===== config.mk =====
export PLATFORM = sky130hd
export DESIGN_NAME = xcorr_peak_find_flat
export DESIGN_NICKNAME = d
export VERILOG_FILES = /design/src/rtl/xcorr_peak_find_if.sv /design/src/rtl/xcorr_peak_find.sv /design/src/flat_wrapper.sv
export SDC_FILE = /design/constraint.sdc
export NUM_CORES = 1
export LEC_CHECK = 0
export CAP_MARGIN = 20
export CORE_MARGIN = 2
export CORE_UTILIZATION = 55
export DETAILED_ROUTE_END_ITERATION = 7
export PLACE_DENSITY = 0.83
export SYNTH_ARGS = -nofsm -noshare
export SYNTH_HDL_FRONTEND = slang
export SYNTH_SLANG_ARGS = --single-unit

===== constraint.sdc =====
create_clock -name clk -period 31.1 [get_ports clk]
set_input_delay 6.22 -clock clk [delete_from_list [all_inputs] [get_ports clk]]
set_output_delay 6.22 -clock clk [all_outputs]
set_load 0.05 [all_outputs]

===== src/rtl/xcorr_peak_find_if.sv =====
// rtl/xcorr_peak_find_if.sv - sample stream in / per-frame peak result out for xcorr_peak_find
interface xcorr_peak_find_if #(
    parameter int N_LOG2 = 10,
    parameter int DW     = 12,
    parameter int MAG_W  = 2 * DW
);
    logic                     ival;
    logic signed [DW-1:0]     idata_i;
    logic signed [DW-1:0]     idata_q;
    logic [7:0]               iexp;
    logic                     ieop;
    logic [MAG_W-1:0]         thr;

    logic                     oval;
    logic [N_LOG2-1:0]        opeak_idx;
    logic [MAG_W-1:0]         opeak_mag;
    logic [7:0]               oexp;
    logic                     odet;
    logic                     oerr;
    logic [15:0]              ofrm_cnt;

    modport master (
        output ival, idata_i, idata_q, iexp, ieop, thr,
        input  oval, opeak_idx, opeak_mag, oexp, odet, oerr, ofrm_cnt
    );

    modport slave (
        input  ival, idata_i, idata_q, iexp, ieop, thr,
        output oval, opeak_idx, opeak_mag, oexp, odet, oerr, ofrm_cnt
    );
endinterface


===== src/rtl/xcorr_peak_find.sv =====
// rtl/xcorr_peak_find.sv - per-frame |I|^2+|Q|^2 peak search with index, threshold detect and length check
module xcorr_peak_find #(
    parameter int N_LOG2 = 10,
    parameter int DW     = 12,
    parameter int MAG_W  = 2 * DW
) (
    input  logic             clk,
    input  logic             rst,
    xcorr_peak_find_if.slave bus
);
    localparam int PW = 2 * DW - 1;
    localparam logic [N_LOG2-1:0] IDX_LAST = '1;

    typedef struct packed {
        logic              sof;
        logic              eop;
        logic              err;
        logic [N_LOG2-1:0] idx;
        logic [7:0]        exp;
        logic [MAG_W-1:0]  thr;
    } tag_t;

    logic [N_LOG2-1:0] idx;
    logic              overrun;

    logic                 v1, v2, v3, v4;
    tag_t                 t1, t2, t3, t4;
    logic signed [DW-1:0] i1, q1;
    logic signed [2*DW-1:0] prod_i, prod_q;
    logic [PW-1:0]        ii2, qq2;
    logic [MAG_W-1:0]     mag3;
    logic [MAG_W-1:0]     max_mag;
    logic [N_LOG2-1:0]    max_idx;

    // Overrun latches when the counter wraps without an eop, so an over-long frame is still flagged
    always_ff @(posedge clk or posedge rst) begin
        if (rst) begin
            idx     <= '0;
            overrun <= 1'b0;
        end else if (bus.ival) begin
            if (bus.ieop) begin
                idx     <= '0;
                overrun <= 1'b0;
            end else begin
                idx <= idx + 1'b1;
                if (idx == IDX_LAST) overrun <= 1'b1;
            end
        end
    end

    assign prod_i = i1 * i1;
    assign prod_q = q1 * q1;

    always_ff @(posedge clk or posedge rst) begin
        if (rst) begin
            v1 <= 1'b0; v2 <= 1'b0; v3 <= 1'b0; v4 <= 1'b0;
            t1 <= '0;   t2 <= '0;   t3 <= '0;   t4 <= '0;
            i1 <= '0;   q1 <= '0;
            ii2 <= '0;  qq2 <= '0;  mag3 <= '0;
            max_mag <= '0;
            max_idx <= '0;
        end else begin
            v1      <= bus.ival;
            i1      <= bus.idata_i;
            q1      <= bus.idata_q;
            t1.sof  <= (idx == '0);
            t1.eop  <= bus.ieop;
            t1.err  <= (idx != IDX_LAST) || overrun;
            t1.idx  <= idx;
            t1.exp  <= bus.iexp;
            t1.thr  <= bus.thr;

            v2  <= v1;
            t2  <= t1;
            ii2 <= prod_i[PW-1:0];
            qq2 <= prod_q[PW-1:0];

            v3   <= v2;
            t3   <= t2;
            mag3 <= MAG_W'(ii2) + MAG_W'(qq2);

            v4 <= v3;
            t4 <= t3;
            // Strict compare keeps the earliest bin on ties; sof restarts the search
            if (v3 && (t3.sof || (mag3 > max_mag))) begin
                max_mag <= mag3;
                max_idx <= t3.idx;
            end
        end
    end

    always_ff @(posedge clk or posedge rst) begin
        if (rst) begin
            bus.oval      <= 1'b0;
            bus.opeak_idx <= '0;
            bus.opeak_mag <= '0;
            bus.oexp      <= '0;
            bus.odet      <= 1'b0;
            bus.oerr      <= 1'b0;
            bus.ofrm_cnt  <= '0;
        end else begin
            bus.oval <= v4 && t4.eop;
            if (v4 && t4.eop) begin
                bus.opeak_idx <= max_idx;
                bus.opeak_mag <= max_mag;
                bus.oexp      <= t4.exp;
                bus.odet      <= (max_mag > t4.thr);
                bus.oerr      <= t4.err;
                bus.ofrm_cnt  <= bus.ofrm_cnt + 16'd1;
            end
        end
    end
endmodule


===== src/flat_wrapper.sv =====
// flat-port wrapper written by rule: the top's interface ports become plain ports
module xcorr_peak_find_flat 
#(
    parameter int N_LOG2 = 10,
    parameter int DW     = 12,
    parameter int MAG_W  = 2 * DW
)
  (clk, rst, bus_ival, bus_idata_i, bus_idata_q, bus_iexp, bus_ieop, bus_thr, bus_oval, bus_opeak_idx, bus_opeak_mag, bus_oexp, bus_odet, bus_oerr, bus_ofrm_cnt);
  xcorr_peak_find_if #(.N_LOG2(N_LOG2), .DW(DW), .MAG_W(MAG_W)) bus_i ();
  input  logic clk;
  input  logic rst;
  input wire logic [$bits(bus_i.ival)-1:0] bus_ival;
  input wire logic [$bits(bus_i.idata_i)-1:0] bus_idata_i;
  input wire logic [$bits(bus_i.idata_q)-1:0] bus_idata_q;
  input wire logic [$bits(bus_i.iexp)-1:0] bus_iexp;
  input wire logic [$bits(bus_i.ieop)-1:0] bus_ieop;
  input wire logic [$bits(bus_i.thr)-1:0] bus_thr;
  output wire logic [$bits(bus_i.oval)-1:0] bus_oval;
  output wire logic [$bits(bus_i.opeak_idx)-1:0] bus_opeak_idx;
  output wire logic [$bits(bus_i.opeak_mag)-1:0] bus_opeak_mag;
  output wire logic [$bits(bus_i.oexp)-1:0] bus_oexp;
  output wire logic [$bits(bus_i.odet)-1:0] bus_odet;
  output wire logic [$bits(bus_i.oerr)-1:0] bus_oerr;
  output wire logic [$bits(bus_i.ofrm_cnt)-1:0] bus_ofrm_cnt;
  assign bus_i.ival = bus_ival;
  assign bus_i.idata_i = bus_idata_i;
  assign bus_i.idata_q = bus_idata_q;
  assign bus_i.iexp = bus_iexp;
  assign bus_i.ieop = bus_ieop;
  assign bus_i.thr = bus_thr;
  assign bus_oval = bus_i.oval;
  assign bus_opeak_idx = bus_i.opeak_idx;
  assign bus_opeak_mag = bus_i.opeak_mag;
  assign bus_oexp = bus_i.oexp;
  assign bus_odet = bus_i.odet;
  assign bus_oerr = bus_i.oerr;
  assign bus_ofrm_cnt = bus_i.ofrm_cnt;
  xcorr_peak_find #(.N_LOG2(N_LOG2), .DW(DW), .MAG_W(MAG_W)) u_core (.clk(clk), .rst(rst), .bus(bus_i));
endmodule

==> metrics.txt <==
# TYPE chip_impl_metric gauge
chip_impl_metric{name="pin_count_of_the_biggest_net_entering_global_routing",unit=""} 167
chip_impl_metric{name="floorplan.rows",unit=""} 74
chip_impl_metric{name="synth_cells",unit=""} 1982
chip_impl_metric{name="synth.ff_latch_count",unit=""} 371
chip_impl_metric{name="drtIter0Drc",unit=""} 883
chip_impl_metric{name="routed-via-count",unit=""} 14160
chip_impl_metric{name="overall_routed_net_length",unit="µm"} 45890
chip_impl_metric{name="fmaxAchievable",unit="MHz"} 119.9
chip_impl_info{name="yosys.cell_count.top_type",value="sky130_fd_sc_hd__inv_1"} 1
chip_impl_info{name="ys_top_cells_by_area",value="sky130_fd_sc_hd__dfrtp_1 (41%), sky130_fd_sc_hd__fa_1 (21%), sky130_fd_sc_hd__ha_1 (10%)"} 1
chip_impl_metric{name="place.gp.congestion",unit=""} 0.8509
chip_impl_info{name="tritoncts_clock_tree",value="done"} 1
chip_impl_metric{name="netlist_area",unit="µm²"} 22500
chip_impl_metric{name="critPathMaxFanout",unit=""} 166
chip_impl_metric{name="io_pins",unit=""} 121
chip_impl_metric{name="finalNetCount",unit=""} 2587
chip_impl_metric{name="setup_violations",unit=""} 0
chip_impl_metric{name="slew_violations",unit=""} 0
chip_impl_metric{name="arrival",unit="ns"} 8.90
chip_impl_metric{name="chipWidth",unit="µm"} 206.3
chip_impl_metric{name="die_y",unit="µm"} 206.3
chip_impl_info{name="hp-class",value="reg2reg"} 1
chip_impl_metric{name="clock_latency",unit="ns"} 0.57
chip_impl_info{name="crit_slowest_cell",value="sky130_fd_sc_hd__buf_4"} 1
chip_impl_metric{name="globalRouteOverflowTotal",unit=""} 0
chip_impl_metric{name="synth.net_count",unit=""} 2459
chip_impl_metric{name="detailedPlacementHpwl",unit="µm"} 32730
chip_impl_info{name="min_from",value="u_core.t2[2]"} 1
chip_impl_metric{name="pwr_cell_area",unit="nW/µm²"} 109.3
chip_impl_metric{name="postLayoutCellArea",unit="µm²"} 25610
chip_impl_metric{name="final_antenna_net_count",unit=""} 0
chip_impl_info{name="endpoint_kind",value="asynchronous set/reset pin"} 1
chip_impl_metric{name="post_dp_cell_area",unit="µm²"} 24220
chip_impl_metric{name="worst-r2r-cell-count",unit=""} 17
chip_impl_metric{name="period_needed",unit="ns"} 8.342
chip_impl_metric{name="worst_path_largest_cell_delay",unit="ns"} 0.86
chip_impl_metric{name="synth_enable_flop_cells",unit=""} 0
chip_impl_metric{name="viasPerCell",unit=""} 5.298
chip_impl_metric{name="synth_warnings",unit=""} 0
chip_impl_metric{name="number_of_global_route_vias_before_repair",unit=""} 15720
chip_impl_info{name="worstHoldEndpoint",value="u_core.t3[2]"} 1
chip_impl_info{name="synthTopCellsByCount",value="sky130_fd_sc_hd__inv_1 (416), sky130_fd_sc_hd__dfrtp_1 (371), sky130_fd_sc_hd__fa_1 (236), sky130_fd_sc_hd__nand2_1 (206), sky130_fd_sc_hd__ha_1 (181)"} 1
chip_impl_metric{name="cts_made_buffers",unit=""} 41
chip_impl_metric{name="drc",unit=""} 0
chip_impl_metric{name="worstMarginPinSlew",unit="ns"} 0.9779
chip_impl_metric{name="tritoncts_num_sinks",unit=""} 371
chip_impl_info{name="crit_chain",value="clkdlybuf4s50_1 > inv_8 > buf_12 > buf_4"} 1
chip_impl_metric{name="totalNegativeSetupSlack",unit="ns"} 0
chip_impl_metric{name="timing.final.crit_share",unit=""} 0.2682
chip_impl_metric{name="syn2layout_area_growth",unit="%"} 13.83
chip_impl_metric{name="die_area",unit="µm²"} 42540
chip_impl_metric{name="detail_route.wl_per_cell",unit="µm"} 17.17
chip_impl_metric{name="ctsHoldBuffers",unit=""} 0
chip_impl_metric{name="worstPathBufferInverterCount",unit=""} 4
chip_impl_metric{name="max-slew-margin-rel",unit=""} 0.3312
chip_impl_metric{name="synth.yosys.seq_area_share",unit=""} 0.4126
chip_impl_metric{name="antenna_cells",unit=""} 0
chip_impl_metric{name="maximum_clock_skew_at_final_layout",unit="ns"} 0.01736
chip_impl_metric{name="h-tree-depth",unit=""} 2
chip_impl_info{name="synth.largest_area_cell",value="sky130_fd_sc_hd__dfrtp_1"} 1
chip_impl_metric{name="worst_ir_drop_vdd",unit="V"} 0.00009166
chip_impl_metric{name="final-seq-area",unit="µm²"} 9284
chip_impl_info{name="regToRegStartpoint",value="u_core.q1[11]"} 1
chip_impl_metric{name="first_pass_grt_wire_length",unit="µm"} 77280
chip_impl_metric{name="critPathRequiredTime",unit="ns"} 31.66
chip_impl_info{name="root_buffer",value="sky130_fd_sc_hd__clkbuf_16"} 1
chip_impl_metric{name="async_flop_share",unit=""} 1.000
chip_impl_metric{name="clk_pin_slew",unit="ns"} 0.06
chip_impl_info{name="worst_path_dominant_cell_family",value="buffers and inverters"} 1
chip_impl_metric{name="track_usage",unit=""} 0.2327
chip_impl_metric{name="placeableCoreArea",unit="µm²"} 40650
chip_impl_metric{name="hold_viol_final",unit=""} 0
chip_impl_metric{name="post_synth.cell_area_avg",unit="µm²"} 11.35
chip_impl_metric{name="cts-root-to-sink-buffers",unit=""} 3
chip_impl_metric{name="synth.top_cell.area_share",unit=""} 0.4126
chip_impl_metric{name="worst_hold_path_stage_count",unit=""} 0
chip_impl_info{name="status",value="complete, no violations"} 1
chip_impl_metric{name="buffer_ports.inserted",unit=""} 120
chip_impl_metric{name="post_route_cells_drive_above_1_share",unit=""} 0.05654
chip_impl_metric{name="floorplan.initialDensity",unit=""} 0.5536
chip_impl_metric{name="postCtsResizedCells",unit=""} 0
chip_impl_info{name="startpoint_type",value="input pin"} 1
chip_impl_info{name="rsz_0062_raised_after_global_routing",value="no"} 1
chip_impl_metric{name="drtPass1Iterations",unit=""} 7
chip_impl_metric{name="antenna_found_initial",unit=""} 1
chip_impl_metric{name="n_fill_cell",unit=""} 2924
chip_impl_metric{name="ff2ff_setup_slack",unit="ns"} 25.26
chip_impl_metric{name="post_cts_buffers",unit=""} 0
chip_impl_info{name="dominantRegCellSynth",value="sky130_fd_sc_hd__dfrtp_1"} 1
chip_impl_metric{name="drv.max_cap_violation_count",unit=""} 0
chip_impl_metric{name="post_synth_num_cell_types",unit=""} 65
chip_impl_metric{name="power.leakage",unit="µW"} 0.01289
chip_impl_info{name="critical_path_class",value="in2async"} 1
chip_impl_metric{name="multiInputGateArea",unit="µm²"} 11450
chip_impl_info{name="r2r-end",value="u_core.qq2[22]"} 1
-- report_power, final --
group | internal, µW | leakage, µW | switching (µW)
combinational | 705 | 0.00772 | 929
sequential | 601 | 0.00450 | 71.3
clock | 290 | 0.000678 | 204
total | 1600 | 0.0129 | 1200
-- registers in the layout (all words and copies together), names as in the netlist, 8 cells and up --
| register | cells |
|---|---|
| u_core.bus.oexp | 8 |
| u_core.bus.ofrm_cnt | 16 |
| u_core.q1 | 12 |
| u_core.t2 | 45 |
| u_core.qq2 | 22 |
| u_core.t4 | 34 |
| u_core.bus.opeak_idx | 10 |
| u_core.max_idx | 10 |
| u_core.max_mag | 24 |
| u_core.t1 | 45 |
| u_core.mag3 | 24 |
| u_core.t3 | 45 |
| u_core.ii2 | 22 |
| u_core.bus.opeak_mag | 24 |
| u_core.i1 | 12 |
| u_core.idx | 10 |
-- final cells by class --
class / count / share of cell area
Clock inverter: 16 / 0.007425
Tap cell: 532 / 0.02599
Multi-Input combinational cell: 1153 / 0.4471
Sequential cell: 371 / 0.3625
Clock buffer: 57 / 0.04675
Timing Repair Buffer: 124 / 0.04856
Inverter: 419 / 0.06170
-- cells by family after synthesis --
logic type / Yosys count / share of synthesized area
AO/OA/AOI/OAI: 202 / 0.05811
buffers and inverters: 458 / 0.07857
multiplexers: 37 / 0.02313
XOR/XNOR: 84 / 0.03270
AND/OR/NAND/NOR: 413 / 0.08425
flip-flops: 371 / 0.4126
adder cells (fa/ha/maj): 417 / 0.3106
-- metrics by stage --
step	instances	util	power (µW)	hold slack [ns]	worst slack (ns)
after detailed placement	2599	0.5960	2288	0.3347	21.86
after global placement	2599	0.5960	2210	0.3316	21.94
after CTS	2672	0.6301	2811	0.3463	22.44
final	2672	0.6301	2800	0.3345	22.76
after global routing	2672	0.6301	3059	0.3514	22.13
after floorplan	1982	-	1929	0.3312	14.58
-- worst reg2reg max path, delay by kind of cell, from the launching register on --
kind / cells / cell delay (ns)
compound gates: 6 / 1.43
flops: 1 / 0.64
simple gates: 1 / 0.28
fa+ha+maj: 6 / 2.62
xor+xnor: 1 / 0.17
buf+inv: 3 / 0.65
-- layout by cell type (no fill, tap or decap), types with 29 or more instances in the layout --
cell | synthesis | final
sky130_fd_sc_hd__mux2_4 | 29 | 29
sky130_fd_sc_hd__nand2_1 | 206 | 205
sky130_fd_sc_hd__clkbuf_16 | 0 | 42
sky130_fd_sc_hd__inv_1 | 416 | 415
sky130_fd_sc_hd__ha_1 | 181 | 181
sky130_fd_sc_hd__dfrtp_1 | 371 | 371
sky130_fd_sc_hd__nor2_1 | 71 | 71
sky130_fd_sc_hd__and2_1 | 44 | 44
sky130_fd_sc_hd__xnor2_1 | 66 | 66
sky130_fd_sc_hd__a21oi_1 | 54 | 54
sky130_fd_sc_hd__clkdlybuf4s50_1 | 0 | 120
sky130_fd_sc_hd__fa_1 | 236 | 236
sky130_fd_sc_hd__o21ai_0 | 59 | 59
-- layer usage --
| metal | wire length [µm] | GRT usage |
|---|---|---|
| met1 | 17780 | 0.2814 |
| met2 | 24370 | 0.4171 |
| met3 | 2230 | 0.04068 |
| met4 | 1491 | 0.08571 |
| met5 | 13 | 0 |
-- worst max-delay path by stage --
stage                         end  cells after the start  startpoint
3_3_place_gp       u_core.ii2[13]                      4         rst
5_1_grt        u_core.max_mag[16]                      4         rst
4_1_cts            u_core.ii2[13]                      4         rst
3_5_place_dp       u_core.ii2[13]                      4         rst
6_report           u_core.ii2[11]                      4         rst
2_1_floorplan     u_core.bus.odet                      1         rst
No activity file was read; power rests on OpenSTA's default activity.
